File: src/rtl/lce_req_arbiter_if.sv
// Bundle of the requester-side and CCE-side signals of the LCE request arbiter.
// master drives requests/ready/complete; slave is the arbiter.
interface lce_req_arbiter_if #(
  parameter int unsigned num_req_p   = 2,
  parameter int unsigned msg_width_p = 128
);
  localparam int unsigned IdW = (num_req_p > 1) ? $clog2(num_req_p) : 1;

  logic [num_req_p*msg_width_p-1:0] req_msg_i;
  logic [num_req_p-1:0]             req_v_i;
  logic [num_req_p-1:0]             req_ready_and_o;
  logic [msg_width_p-1:0]           lce_req_o;
  logic                             lce_req_v_o;
  logic                             lce_req_ready_and_i;
  logic [num_req_p-1:0]             complete_i;
  logic [IdW-1:0]                   grant_id_o;
  logic                             error_o;

  modport master (
    output req_msg_i, req_v_i, lce_req_ready_and_i, complete_i,
    input  req_ready_and_o, lce_req_o, lce_req_v_o, grant_id_o, error_o
  );

  modport slave (
    input  req_msg_i, req_v_i, lce_req_ready_and_i, complete_i,
    output req_ready_and_o, lce_req_o, lce_req_v_o, grant_id_o, error_o
  );
endinterface

File: src/rtl/lce_req_arbiter.sv
// Credit-based round-robin arbiter merging LCE requests onto one CCE channel.
// Optional stall/grant statistics are enabled with BP_ME_LCE_REQ_ARB_STATS_EN.
module lce_req_arbiter #(
  parameter int unsigned num_req_p   = 2,
  parameter int unsigned msg_width_p = 128,
  parameter int unsigned credits_p   = 2
) (
  input  logic                   clk_i,
  input  logic                   reset_n_i,
  lce_req_arbiter_if.slave       bus
`ifdef BP_ME_LCE_REQ_ARB_STATS_EN
  ,
  output logic [31:0]            stall_cnt_o,
  output logic [num_req_p*32-1:0] grant_cnt_o
`endif
);
  localparam int unsigned IdW = (num_req_p > 1) ? $clog2(num_req_p) : 1;
  localparam int unsigned CrW = $clog2(credits_p + 1);
  localparam logic [CrW-1:0] CrFull = CrW'(credits_p);

  typedef enum logic [0:0] {StIdle, StLocked} state_e;

  state_e               r_state, w_state_d;
  logic [IdW-1:0]       r_rr_ptr, w_rr_ptr_d;
  logic [IdW-1:0]       r_lock_id, w_lock_id_d;
  logic [CrW-1:0]       r_credit   [num_req_p];
  logic [CrW-1:0]       w_credit_d [num_req_p];
  logic                 r_error, w_error_d;
  logic [num_req_p-1:0] w_eligible;
  logic [IdW-1:0]       w_grant, w_idx;
  logic                 w_found, w_valid, w_hs, w_dec, w_inc;

  always_comb begin
    for (int i = 0; i < num_req_p; i++) begin
      w_eligible[i] = bus.req_v_i[i] && (r_credit[i] != '0);
    end
  end

  // Grant selection: locked grantee, else first eligible upward from r_rr_ptr
  always_comb begin
    w_found = 1'b0;
    w_grant = r_rr_ptr;
    w_idx   = '0;
    if (r_state == StLocked) begin
      w_grant = r_lock_id;
      w_found = bus.req_v_i[r_lock_id];
    end else begin
      for (int k = 0; k < num_req_p; k++) begin
        w_idx = IdW'((32'(r_rr_ptr) + 32'(k)) % num_req_p);
        if (!w_found && w_eligible[w_idx]) begin
          w_found = 1'b1;
          w_grant = w_idx;
        end
      end
    end
  end

  // Valid and accept are forced low while reset is held
  assign w_valid = w_found && reset_n_i;
  assign w_hs    = w_valid && bus.lce_req_ready_and_i;

  assign bus.lce_req_v_o = w_valid;
  assign bus.lce_req_o   = bus.req_msg_i[32'(w_grant)*msg_width_p +: msg_width_p];
  assign bus.grant_id_o  = w_grant;
  assign bus.error_o     = r_error;

  always_comb begin
    for (int i = 0; i < num_req_p; i++) begin
      bus.req_ready_and_o[i] = w_hs && (w_grant == IdW'(i));
    end
  end

  always_comb begin
    w_state_d   = r_state;
    w_rr_ptr_d  = r_rr_ptr;
    w_lock_id_d = r_lock_id;
    w_error_d   = r_error;
    w_dec       = 1'b0;
    w_inc       = 1'b0;
    unique case (r_state)
      StIdle: begin
        if (w_valid && !bus.lce_req_ready_and_i) begin
          w_state_d   = StLocked;
          w_lock_id_d = w_grant;
        end
      end
      StLocked: begin
        if (!bus.req_v_i[r_lock_id]) begin
          w_error_d = 1'b1;
          w_state_d = StIdle;
        end else if (w_hs) begin
          w_state_d = StIdle;
        end
      end
      default: w_state_d = StIdle;
    endcase
    if (w_hs) begin
      w_rr_ptr_d = IdW'((32'(w_grant) + 32'd1) % num_req_p);
    end
    // Simultaneous consume and return cancel out
    for (int i = 0; i < num_req_p; i++) begin
      w_credit_d[i] = r_credit[i];
      w_dec = w_hs && (w_grant == IdW'(i));
      w_inc = bus.complete_i[i];
      if (w_inc && !w_dec) begin
        if (r_credit[i] == CrFull) w_error_d = 1'b1;
        else w_credit_d[i] = r_credit[i] + 1'b1;
      end else if (w_dec && !w_inc) begin
        w_credit_d[i] = r_credit[i] - 1'b1;
      end
    end
  end

  always_ff @(posedge clk_i or negedge reset_n_i) begin
    if (!reset_n_i) begin
      r_state   <= StIdle;
      r_rr_ptr  <= '0;
      r_lock_id <= '0;
      r_error   <= 1'b0;
      for (int i = 0; i < num_req_p; i++) r_credit[i] <= CrFull;
    end else begin
      r_state   <= w_state_d;
      r_rr_ptr  <= w_rr_ptr_d;
      r_lock_id <= w_lock_id_d;
      r_error   <= w_error_d;
      for (int i = 0; i < num_req_p; i++) r_credit[i] <= w_credit_d[i];
    end
  end

`ifdef BP_ME_LCE_REQ_ARB_STATS_EN
  logic [31:0] r_stall_cnt;
  logic [31:0] r_grant_cnt [num_req_p];

  always_ff @(posedge clk_i or negedge reset_n_i) begin
    if (!reset_n_i) begin
      r_stall_cnt <= '0;
      for (int i = 0; i < num_req_p; i++) r_grant_cnt[i] <= '0;
    end else begin
      if (w_valid && !bus.lce_req_ready_and_i && (r_stall_cnt != '1)) begin
        r_stall_cnt <= r_stall_cnt + 32'd1;
      end
      for (int i = 0; i < num_req_p; i++) begin
        if (w_hs && (w_grant == IdW'(i))) r_grant_cnt[i] <= r_grant_cnt[i] + 32'd1;
      end
    end
  end

  assign stall_cnt_o = r_stall_cnt;
  always_comb begin
    for (int i = 0; i < num_req_p; i++) grant_cnt_o[i*32 +: 32] = r_grant_cnt[i];
  end
`endif
endmodule

File: src/flat_wrapper.sv
// flat-port wrapper written by rule: the top's interface ports become plain ports
module lce_req_arbiter_flat 
#(
  parameter int unsigned num_req_p   = 2,
  parameter int unsigned msg_width_p = 128,
  parameter int unsigned credits_p   = 2
)
  (clk_i, reset_n_i, bus_req_msg_i, bus_req_v_i, bus_lce_req_ready_and_i, bus_complete_i, bus_req_ready_and_o, bus_lce_req_o, bus_lce_req_v_o, bus_grant_id_o, bus_error_o);
  lce_req_arbiter_if #(.num_req_p(num_req_p), .msg_width_p(msg_width_p)) bus_i ();
  input  logic clk_i;
  input  logic reset_n_i;
  input wire logic [$bits(bus_i.req_msg_i)-1:0] bus_req_msg_i;
  input wire logic [$bits(bus_i.req_v_i)-1:0] bus_req_v_i;
  input wire logic [$bits(bus_i.lce_req_ready_and_i)-1:0] bus_lce_req_ready_and_i;
  input wire logic [$bits(bus_i.complete_i)-1:0] bus_complete_i;
  output wire logic [$bits(bus_i.req_ready_and_o)-1:0] bus_req_ready_and_o;
  output wire logic [$bits(bus_i.lce_req_o)-1:0] bus_lce_req_o;
  output wire logic [$bits(bus_i.lce_req_v_o)-1:0] bus_lce_req_v_o;
  output wire logic [$bits(bus_i.grant_id_o)-1:0] bus_grant_id_o;
  output wire logic [$bits(bus_i.error_o)-1:0] bus_error_o;
  assign bus_i.req_msg_i = bus_req_msg_i;
  assign bus_i.req_v_i = bus_req_v_i;
  assign bus_i.lce_req_ready_and_i = bus_lce_req_ready_and_i;
  assign bus_i.complete_i = bus_complete_i;
  assign bus_req_ready_and_o = bus_i.req_ready_and_o;
  assign bus_lce_req_o = bus_i.lce_req_o;
  assign bus_lce_req_v_o = bus_i.lce_req_v_o;
  assign bus_grant_id_o = bus_i.grant_id_o;
  assign bus_error_o = bus_i.error_o;
  lce_req_arbiter #(.num_req_p(num_req_p), .msg_width_p(msg_width_p), .credits_p(credits_p)) u_core (.clk_i(clk_i), .reset_n_i(reset_n_i), .bus(bus_i));
endmodule
File: config.mk
export PLATFORM = sky130hd
export DESIGN_NAME = lce_req_arbiter_flat
export DESIGN_NICKNAME = d
export VERILOG_FILES = /design/src/rtl/lce_req_arbiter_if.sv /design/src/rtl/lce_req_arbiter.sv /design/src/flat_wrapper.sv
export SDC_FILE = /design/constraint.sdc
export NUM_CORES = 1
export LEC_CHECK = 0
export ABC_CLOCK_PERIOD_IN_PS = 3080
export BUFFER_PORTS_ARGS = -buffer_cell sky130_fd_sc_hd__buf_4
export CAP_MARGIN = 20
export CORE_AREA = 2 2 153 155
export DETAILED_ROUTE_END_ITERATION = 7
export DIE_AREA = 0 0 155 157
export GPL_TIMING_DRIVEN = 0
export SYNTH_ARGS = -nofsm -noshare
export SYNTH_HDL_FRONTEND = slang
export SYNTH_SLANG_ARGS = --single-unit
File: constraint.sdc
create_clock -name clk_i -period 3.08 [get_ports clk_i]
set_clock_uncertainty 0.1 [all_clocks]
set_input_delay 0.154 -clock clk_i [delete_from_list [all_inputs] [get_ports clk_i]]
set_output_delay 0.154 -clock clk_i [all_outputs]
set_load 0.02 [all_outputs]
==> summary.md, run 1 <==
| Metric | Value |
|---|---|
| Clock Power Share | `4.9%` |
| Worst EP arrival | `about 2.6 ns` |
| Detail Placement HPWL | `~14 mm` |
| Worst VDD drop | `just over 300 uV` |
| RSZ-0062 raised after global routing | `no` |
| Synthesized net count | `between 400 and 500` |
| First-pass GRT wire length | `roughly 20 mm` |
| Sequential-to-total area share from yosys stat | `9.65%` |
| DR vias | `between 3,000 and 4,000` |
| Fmax | `351 MHz` |
| Syn Area/Cell | `approximately 10 um^2` |
| Inserted Clock Buffers | `3` |
| Period minus WS final | `about 2.9 ns` |
| Largest net degree at the start of global routing | `12` |
| Port Buffer Count | `approximately 400` |
| Status | `completed` |
| Root Driver | `clkbuf_16` |
| Leak | `~0.0028 uW` |
| Yosys top cell area share | `between 50% and 60%` |
| Int Pwr | `between 2000 and 2500 uW` |
| Clock Latency Late Sink | `between 0.2 and 0.25 ns` |
| Psw | `about 2300 uW` |
| Routed len/inst | `about 17 um` |
| CTS tree | `done` |
| Yosys warning total | `0` |
| Number of global-route vias before repair | `between 3,000 and 4,000` |
| Iter 0 DRT Violations | `94` |
| Hold WS | `around 0.18 ns` |
| Crit path required time | `2.83 ns` |
| Cell count after synthesis | `between 200 and 250` |
| Final TNS setup | `0 ns` |
| Most common cell after layout, fill and taps aside | `buf_4` |
| P&R area growth vs syn | `163%` |
| CTS sink cnt | `8` |
| Total power | `~4600 uW` |
| Critical Path End Type | `output pin` |
| H-tree Lvls | `1` |
| IO Count | `~400` |
| Cell Pwr Density | `826 mW/mm^2` |
| Final Hold Fails | `0` |
| WL final | `between 15 and 20 mm` |
| GP Congestion | `about 0.77` |
| Combinational power share | `roughly nine tenths` |
| Drt drc | `0` |
| Worst-path fanout max | `10` |
| Layout Utilization | `roughly a quarter` |
| DR vias/cell | `3.63` |
| Final worst path period share | `92.6%` |
| Register Area | `203 um^2` |
| Row Count | `55` |
| Die Area | `0.0243 mm^2` |
| Fin nets | `875` |
| Startpoint types | `flop` |
| Seq pwr share | `approximately 4.7%` |
| Die Width | `between 150 and 200 um` |
| Type of the worst setup path | `flop to output pin` |
| Clk slew on worst S/H paths | `about 0.04 ns` |
| Sw frac | `50.8%` |
| Most frequent cells in the layout | `398 x buf_4, 109 x mux2_1, 19 x mux2_2, 11 x buf_2` |
| Initial antenna violation count | `1` |
| Max transition margin | `a little over two thirds` |
| CTS Buffer Depth | `2` |
| Remaining global-route overflow | `0` |
| Fillers | `about 2,500` |
| Pins over their slew limit | `0` |
| Synth top area cells | `mux2_1 58%, mux2_2 10%, dfrtp_1 7.2%` |
| Router iterations before antenna repair | `4` |
| Layout cells sized above 1 | `roughly 72%` |
| Min-Delay Path Class | `input port to flop` |
| Mapped cell area | `about 0.0021 mm^2` |
| Synth unique cells | `38` |
| Footprint of the multi-input gates | `0.00179 mm^2` |
| Initial Util | `under 10%` |
| Post-synth top area cell | `mux2_1` |
| Final setup fails | `0` |
| GRT Total Usage | `10.7%` |
| Antenna diodes | `0` |
| Die Ht | `157 um` |
| Maxcap violations | `0` |
| Core Box Area | `approximately 0.023 mm^2` |
| ANT nets after route | `0` |
| Flops & latches, synth | `8` |
| Slew @ Worst Pin | `about 0.45 ns` |
final cells by class:
type	count	area share [%]
inverter	3	0.204
buffer	18	1.95
clock buffer	3	1.36
timing repair buffer	396	53.9
tap	285	6.46
multi-input combinational	182	32.5
sequential	8	3.67
power by group through the flow:
stage	registers [uW]	clock network [uW]	logic, uW
floorplan	200	0	2390
global placement	210	0	4130
detailed placement	213	0	4130
CTS	211	223	4160
global route	222	227	4350
finish	216	222	4120
synthesized netlist by cell type:
cell,count
mux2_1,109
mux2_2,19
buf_2,14
a21oi_1,7
nand2_1,7
nor2_1,7
dfrtp_1,6
and2_1,3
inv_1,3
o21ai_0,3
xnor2_1,3
a31oi_1,2
buf_4,2
dfstp_2,2
a21boi_1,1
a21o_1,1
a221o_1,1
a22oi_1,1
a311oi_1,1
a32oi_1,1
and3_1,1
and3_4,1
buf_6,1
clkbuf_1,1
mux2i_1,1
nand2b_1,1
nor3_1,1
o211a_1,1
o21a_1,1
o21ai_1,1
o21ai_2,1
o31ai_1,1
o31ai_2,1
o32a_1,1
o41ai_1,1
or2b_1,1
or3_1,1
or3b_4,1
kinds of logic (layout without fill, tap and decap cells):
group / Yosys count / in the layout / synth area share [%]
compound gates: 26 / 26 / 8.70
xor+xnor: 3 / 3 / 1.25
buf+inv: 21 / 420 / 5.30
flops: 8 / 8 / 9.65
mux: 129 / 129 / 69.1
simple gates: 24 / 24 / 5.96
final timing paths:
kind | cells past startpoint | startpoint | slack (ns) | end
setup / recovery | 7 | u_core.r_credit[1]$_DFFE_PN1P_ | 0.23 | bus_lce_req_o[89]
hold / removal | 3 | bus_complete_i[1] | 0.18 | u_core.bus.error_o$_DFF_PN0_
setup reg to reg | 6 | u_core.r_credit[3]$_DFFE_PN1P_ | 1.05 | u_core.r_credit[0]$_DFFE_PN0P_
hold reg to reg | 2 | u_core.bus.error_o$_DFF_PN0_ | 0.41 | u_core.bus.error_o$_DFF_PN0_
max in group asynchronous | 2 | reset_n_i | 2.47 | u_core.r_credit[1]$_DFFE_PN1P_
min in group asynchronous | 2 | reset_n_i | 0.19 | u_core.r_credit[2]$_DFFE_PN0P_
state kept, by name, indices dropped and copies added (netlist names):
name and cells:
u_core.r_state 1, u_core.bus.error_o 1, u_core.r_lock_id 1, u_core.r_credit 4, u_core.r_rr_ptr 1
worst max-delay path, cell delays in order (launching register included):
cell and delay (ns):
dfstp_2 0.57, o21a_1 0.21, nor2_1 0.08, o31ai_2 0.33, buf_4 0.28, buf_2 0.29
mux2_1 0.41, buf_4 0.18
through the flow:
stage / std cells / setup slack, ns / instance area, um^2
finish: 895 / 0.229 / 5520
global route: 895 / 0.0631 / 5520
detailed placement: 891 / 0.168 / 5420
CTS: 895 / 0.0413 / 5510
floorplan: 211 / 0.904 / 2100
global placement: 891 / 0.160 / 5420
routing by layer:
metal	up-vias	GRT usage (%)	routed length, um
li1	1591	-	-
met1	1483	14.0	6230
met2	169	18.8	7470
met3	6	2.42	1230
met4	2	0.838	67
met5	-	0	18
what timing repair did:
item / in CTS / in global routing
hold endpoints to repair: 8 / 0
hold buffers: 1 / 0
gates resized for setup: 1 / 3
endpoints found under the setup margin: 21 / 19
buffers inserted: 0 / 0
Note: power is estimated with default switching activity, not from simulation.
==> inputs of run 2 (changes only) <==
--- a/config.mk
+++ b/config.mk
@@ -9,6 +9,7 @@
 export BUFFER_PORTS_ARGS = -buffer_cell sky130_fd_sc_hd__buf_4
 export CAP_MARGIN = 20
 export CORE_AREA = 2 2 153 155
+export CTS_BUF_LIST = sky130_fd_sc_hd__clkbuf_4
 export DETAILED_ROUTE_END_ITERATION = 7
 export DIE_AREA = 0 0 155 157
 export GPL_TIMING_DRIVEN = 0
==> run 2 against run 1 <==
Compared with the run above:
- sequential power barely moved
- final cell count stayed put
- critical path depth did not move
- register-to-register slack hardly changed
- first-iteration DRC count grew 30%
- routed wire length is 0.35% lower
- via count fell by 0.15%
- worst setup slack got worse by 0.033 ns
- worst hold slack worse by 0.020 ns
- global-route usage shrank 0.064 points
- total power down 3.1%
- largest cell class unchanged
- largest power group unchanged
==> summary.md, run 2 (synthesis results as in run 1) <==
| Metric | Value |
|---|---|
| Final worst path period share | `between 90% and 100%` |
| Layout Utilization | `between 20% and 30%` |
| Remaining global-route overflow | `0` |
| Min-Delay Path Class | `input port to asynchronous set/reset pin` |
| Type of the worst setup path | `flop to output pin` |
| ANT nets after route | `0` |
| P&R area growth vs syn | `160%` |
| Sw frac | `roughly half` |
| Drt drc | `0` |
| GRT Total Usage | `between 10% and 20%` |
| Status | `completed` |
| Fin nets | `between 800 and 900` |
| Period minus WS final | `slightly below 3 ns` |
| Iter 0 DRT Violations | `between 100 and 150` |
| Clk slew on worst S/H paths | `roughly 0.060 ns` |
| CP most frequent cell | `buf_4` |
| Final TNS setup | `0 ns` |
| Cell Pwr Density | `~810 mW/mm^2` |
| Crit-path slowest cell | `dfstp_2` |
| Startpoint types | `flop` |
| Combinational power share | `93.3%` |
| Number of global-route vias before repair | `around 3,200` |
| Inserted Clock Buffers | `3` |
| Buffer and inverter count on the worst path | `3` |
| Hold WS | `about 0.16 ns` |
| Max reg flops | `4` |
| Most common cell after layout, fill and taps aside | `buf_4` |
| GP Congestion | `roughly 0.77` |
| Root Driver | `clkbuf_4` |
| DR vias/cell | `around 3.6` |
| Die Area | `roughly 0.024 mm^2` |
| Fillers | `2,466` |
| Core Box Area | `between 0.02 and 0.025 mm^2` |
| Seq pwr share | `approximately 5%` |
| Layout cells sized above 1 | `72.1%` |
| Crit path required time | `around 2.8 ns` |
| RSZ-0062 raised after global routing | `no` |
| Row Count | `55` |
| Final setup margin | `~0.20 ns` |
| CTS tree | `done` |
| Most frequent cells in the layout | `398 x buf_4, 109 x mux2_1, 19 x mux2_2, 11 x buf_2` |
| Clock Latency Late Sink | `roughly 0.25 ns` |
| Pins over their slew limit | `0` |
| CTS sink cnt | `8` |
| Total power | `4420 uW` |
| First-pass GRT wire length | `~20 mm` |
| Router iterations before antenna repair | `4` |
| Final setup fails | `0` |
| Total setup buffers inserted after CTS | `0` |
| IO Count | `396` |
| Maxcap violations | `0` |
| Family with the most delay on the worst path | `buffers and inverters` |
| Slew @ Worst Pin | `roughly 0.45 ns` |
| Initial antenna violation count | `1` |
| Pre-CTS setup slack | `0.168 ns` |
| Leak | `around 0.0027 uW` |
| Die Width | `~160 um` |
| Crit-path cells | `o21a_1 > nor2_1 > o31ai_2 > buf_4 > buf_2 > mux2_1 > buf_4` |
| Antenna diodes | `0` |
| Routed len/inst | `between 15 and 20 um` |
| CTS Buffer Depth | `2` |
| WL final | `~15 mm` |
| Worst-path fanout max | `10` |
| Worst VDD drop | `around 310 uV` |
| Max transition margin | `around 70%` |
| Largest register by flop count | `u_core.r_credit` |
| Detail Placement HPWL | `between 10 and 15 mm` |
| Int Pwr | `between 2000 and 2500 uW` |
| Port Buffer Count | `395` |
| Worst EP arrival | `approximately 2.6 ns` |
| Die Ht | `~160 um` |
| Initial Util | `a little under a tenth` |
| Critical Path End Type | `output pin` |
| Final Hold Fails | `0` |
| Fmax | `approximately 350 MHz` |
| Psw | `about 2300 uW` |
| DR vias | `around 3,200` |
| Largest net degree at the start of global routing | `12` |
| Clock Power Share | `roughly 1.8%` |
| Max stage delay on crit path | `around 0.58 ns` |
| H-tree Lvls | `1` |
==> run 2: cell counts in the layout (fill, tap and decap cells not counted) <==
No cell type changed its count.
==> run 2: per-stage QoR <==
step / instance area (um^2) / cells
6_report: 5470 / 895
4_1_cts: 5460 / 895
5_1_grt: 5470 / 895
3_5_place_dp: 5420 / 891
2_1_floorplan: 2100 / 211
3_3_place_gp: 5420 / 891
==> run 2: routing by layer <==
metal	share of wire, %	GRT usage [%]	vias to the layer above
li1	-	-	1595
met1	41	14.0	1475
met2	50	18.8	170
met3	8.4	2.42	4
met4	0.31	0.441	2
met5	0.12	0	-
==> run 2: timing repair <==
| action | CTS | global route |
|---|---|---|
| setup endpoints to repair | 32 | 52 |
| resized for setup | 1 | 3 |
| gates cloned | 0 | 0 |
| endpoints found under the hold margin | 8 | 0 |
| hold buffers | 1 | 0 |
==> run 2: final timing paths <==
check                                                 end                      startpoint  slack, ns  depth (start not counted)
max                                     bus_lce_req_o[30]  u_core.r_credit[1]$_DFFE_PN1P_       0.20                          7
min                        u_core.r_credit[2]$_DFFE_PN0P_                       reset_n_i       0.16                          2
max reg2reg                u_core.r_credit[0]$_DFFE_PN0P_  u_core.r_credit[3]$_DFFE_PN1P_       1.04                          6
min reg2reg                  u_core.bus.error_o$_DFF_PN0_    u_core.bus.error_o$_DFF_PN0_       0.41                          2
max in group asynchronous  u_core.r_credit[1]$_DFFE_PN1P_                       reset_n_i       2.50                          2
min in group clk_i           u_core.bus.error_o$_DFF_PN0_               bus_complete_i[1]       0.16                          3
==> run 2: area by class of cell <==
cell class	instances	area [um^2]	area share [%]
repair buffers	396	2980	54.4
well taps	285	357	6.52
plain buffers	18	108	1.97
clock buffers	3	22.5	0.412
inverters	3	11.3	0.206
flip-flops and latches	8	203	3.71
multi-input cells	182	1790	32.8
==> run 2: power by group through the flow <==
stage / Sequential, uW / Clock [uW] / Combinational (uW)
floorplan: 200 / 0 / 2390
global placement: 210 / 0 / 4130
detailed placement: 213 / 0 / 4130
CTS: 210 / 83.4 / 4160
global route: 221 / 90.5 / 4350
finish: 215 / 81.5 / 4120
==> inputs of run 3 (changes only) <==
--- a/config.mk
+++ b/config.mk
@@ -8,11 +8,14 @@
 export ABC_CLOCK_PERIOD_IN_PS = 3080
 export BUFFER_PORTS_ARGS = -buffer_cell sky130_fd_sc_hd__buf_4
 export CAP_MARGIN = 20
+export CELL_PAD_IN_SITES_DETAIL_PLACEMENT = 1
+export CELL_PAD_IN_SITES_GLOBAL_PLACEMENT = 1
 export CORE_AREA = 2 2 153 155
 export CTS_BUF_LIST = sky130_fd_sc_hd__clkbuf_4
 export DETAILED_ROUTE_END_ITERATION = 7
 export DIE_AREA = 0 0 155 157
 export GPL_TIMING_DRIVEN = 0
+export PLACE_DENSITY_LB_ADDON = 0.1
 export SYNTH_ARGS = -nofsm -noshare
 export SYNTH_HDL_FRONTEND = slang
 export SYNTH_SLANG_ARGS = --single-unit
==> run 3 against run 2 <==
Compared with the run above:
- first-iteration DRC count shrank 60%
- clock power grew 1%
- via count grew 2.1%
- utilization is the same
- critical path depth is the same
- maximum frequency grew 0.61%
- total power grew 0.28%
- global-route usage grew 2.2 points
- final area is the same
- non-clock buffer count is the same
- routed wire length grew 17%
- count of clock-buffer cells in the layout is the same
- critical endpoint is now bus_lce_req_o[63]
==> summary.md, run 3 (synthesis results as in run 1) <==
| Metric | Value |
|---|---|
| Status | `completed` |
| Inserted Clock Buffers | `3` |
| Number of global-route vias before repair | `about 3,600` |
| Port Buffer Count | `a little under 400` |
| Clock Latency Late Sink | `around 0.25 ns` |
| Final Hold Fails | `0` |
| Die Width | `between 150 and 200 um` |
| Antenna diodes | `0` |
| H-tree Lvls | `1` |
| CP startpoint | `u_core.r_credit[1]$_DFFE_PN1P_` |
| Slew @ Worst Pin | `a little under 0.5 ns` |
| Final worst path period share | `between 90% and 100%` |
| Worst EP arrival | `between 2 and 3 ns` |
| Clock Power Share | `about 1.9%` |
| Routed len/inst | `19.6 um` |
| Most common cell after layout, fill and taps aside | `buf_4` |
| Footprint of the multi-input gates | `between 0.0015 and 0.002 mm^2` |
| Pins over their slew limit | `0` |
| Worst Setup EP | `bus_lce_req_o[63]` |
| Reg-to-reg endpoint | `u_core.r_credit[0]$_DFFE_PN0P_` |
| Crit path required time | `around 2.8 ns` |
| Sw frac | `approximately 52%` |
| Layout Utilization | `24.3%` |
| CTS tree | `done` |
| R2R depth | `6` |
| Seq pwr share | `under 10%` |
| Fmax | `~350 MHz` |
| Min-Delay Path Class | `input port to asynchronous set/reset pin` |
| Clk slew on worst S/H paths | `~0.06 ns` |
| Met3 usage | `3.80%` |
| Most frequent cells in the layout | `397 x buf_4, 109 x mux2_1, 19 x mux2_2, 11 x buf_2` |
| Cell area after layout | `0.00547 mm^2` |
| Startpoint types | `flop` |
| P&R area growth vs syn | `160%` |
| Largest net degree at the start of global routing | `12` |
| Initial Util | `roughly a tenth` |
| Met2 Use GR | `between 20% and 30%` |
| Hold WS | `approximately 0.16 ns` |
| Type of the worst setup path | `flop to output pin` |
| CP Depth | `7` |
| Fillers | `~2,700` |
| Root Driver | `clkbuf_4` |
| Psw | `between 2000 and 2500 uW` |
| Buffer and inverter count on the worst path | `3` |
| Final TNS setup | `0 ns` |
| Final setup fails | `0` |
| Core Box Area | `between 0.02 and 0.025 mm^2` |
| Iter 0 DRT Violations | `49` |
| Critical Path End Type | `output pin` |
| Fin nets | `875` |
| WL final | `between 15 and 20 mm` |
| ANT nets after route | `0` |
| Combinational power share | `roughly 93%` |
| Int Pwr | `2120 uW` |
| Max transition margin | `67.1%` |
| IO Count | `396` |
| RSZ-0062 raised after global routing | `yes` |
| Reg2Reg Setup Slack | `around 1.0 ns` |
| First-pass GRT wire length | `about 23 mm` |
| Worst-path fanout max | `10` |
| Leak | `0.00274 uW` |
| DR vias/cell | `~3.7` |
| Cell Pwr Density | `about 800 mW/mm^2` |
| Detail Placement HPWL | `between 15 and 20 mm` |
| Area post-placement | `~0.0054 mm^2` |
| Drt drc | `0` |
| Remaining global-route overflow | `0` |
| Crit-path cells | `o21a_1 > nor2_1 > o31ai_2 > clkbuf_4 > buf_2 > mux2_1 > buf_4` |
| Grt met1 use | `about an eighth` |
| Maxcap violations | `0` |
| Row Count | `55` |
| CTS Buffer Depth | `2` |
| Die Area | `0.0243 mm^2` |
| Grt peak-use layer | `met2` |
| Worst VDD drop | `between 200 and 300 uV` |
| Initial antenna violation count | `0` |
| Max stage delay on crit path | `roughly 0.58 ns` |
| Layout cells sized above 1 | `between 70 and 80%` |
| R2r startpoint | `u_core.r_credit[3]$_DFFE_PN1P_` |
| Period minus WS final | `about 2.9 ns` |
| Largest register by flop count | `u_core.r_credit` |
| Crit-path slowest cell | `dfstp_2` |
| GRT Total Usage | `approximately 13%` |
| Max reg flops | `4` |
| Register Area | `between 200 and 250 um^2` |
| CTS sink cnt | `8` |
| Die Ht | `between 150 and 200 um` |
| Router iterations before antenna repair | `4` |
| Family with the most delay on the worst path | `buffers and inverters` |
| DR vias | `around 3,300` |
| GP Congestion | `~0.87` |
[run 3: changes by cell type in the layout (fill, tap and decap cells not counted)]
cell      before  now
buf_4        398  397
clkbuf_4       5    6
[run 3: what timing repair did]
item,in CTS,in global routing
resized for setup,0,4
buffers inserted,0,0
hold buffers,1,0
endpoints found under the setup margin,0,100
endpoints found under the hold margin,8,0
[run 3: stage by stage]
stage / total power [uW] / worst slack (ns) / instances
2_1_floorplan: 2600 / 0.904 / 211
3_3_place_gp: 4390 / 0.357 / 891
3_5_place_dp: 4390 / 0.326 / 891
4_1_cts: 4500 / 0.0321 / 895
5_1_grt: 4730 / -0.00316 / 895
6_report: 4430 / 0.214 / 895
[run 3: worst reg2reg max path, cell delays in order (launching register included)]
cell and delay [ns]:
dfstp_2 0.59, o21ai_4 0.10, or3b_4 0.40, and3_4 0.19, buf_6 0.12, or3_1 0.31, a22oi_1 0.16
[run 3: power groups by stage]
stage                     Clock [uW]  Sequential, uW  Combinational [uW]
final                           82.3             218                4130
after global routing            91.5             228                4410
after CTS                       87.5             214                4200
after detailed placement           0             215                4180
after global placement             0             213                4170
after floorplan                    0             200                2390
[run 3: worst min-delay path by stage]
stage	start	to	cells after the start
CTS	reset_n_i	u_core.r_lock_id$_DFFE_PN0P_	2
global placement	reset_n_i	u_core.r_lock_id$_DFFE_PN0P_	1
detailed placement	reset_n_i	u_core.r_state$_DFF_PN0_	1
floorplan	reset_n_i	u_core.bus.error_o$_DFF_PN0_	0
global route	reset_n_i	u_core.r_state$_DFF_PN0_	2
finish	reset_n_i	u_core.r_credit[2]$_DFFE_PN0P_	2
[run 3: final cells by class]
| cell class | count | share of cell area [%] |
|---|---|---|
| timing repair buffer | 396 | 54.4 |
| tap | 285 | 6.52 |
| multi-input combinational | 182 | 32.8 |
| buffer | 18 | 1.97 |
| inverter | 3 | 0.206 |
| clock buffer | 3 | 0.412 |
| sequential | 8 | 3.71 |
[run 3: per-layer routing]
layer | routed length [um] | vias to the layer above | part of all wire [%]
li1 | - | 1589 | -
met1 | 5460 | 1570 | 31
met2 | 10500 | 151 | 60
met3 | 1530 | 4 | 8.7
met4 | 69 | 0 | 0.39
met5 | 0 | - | 0
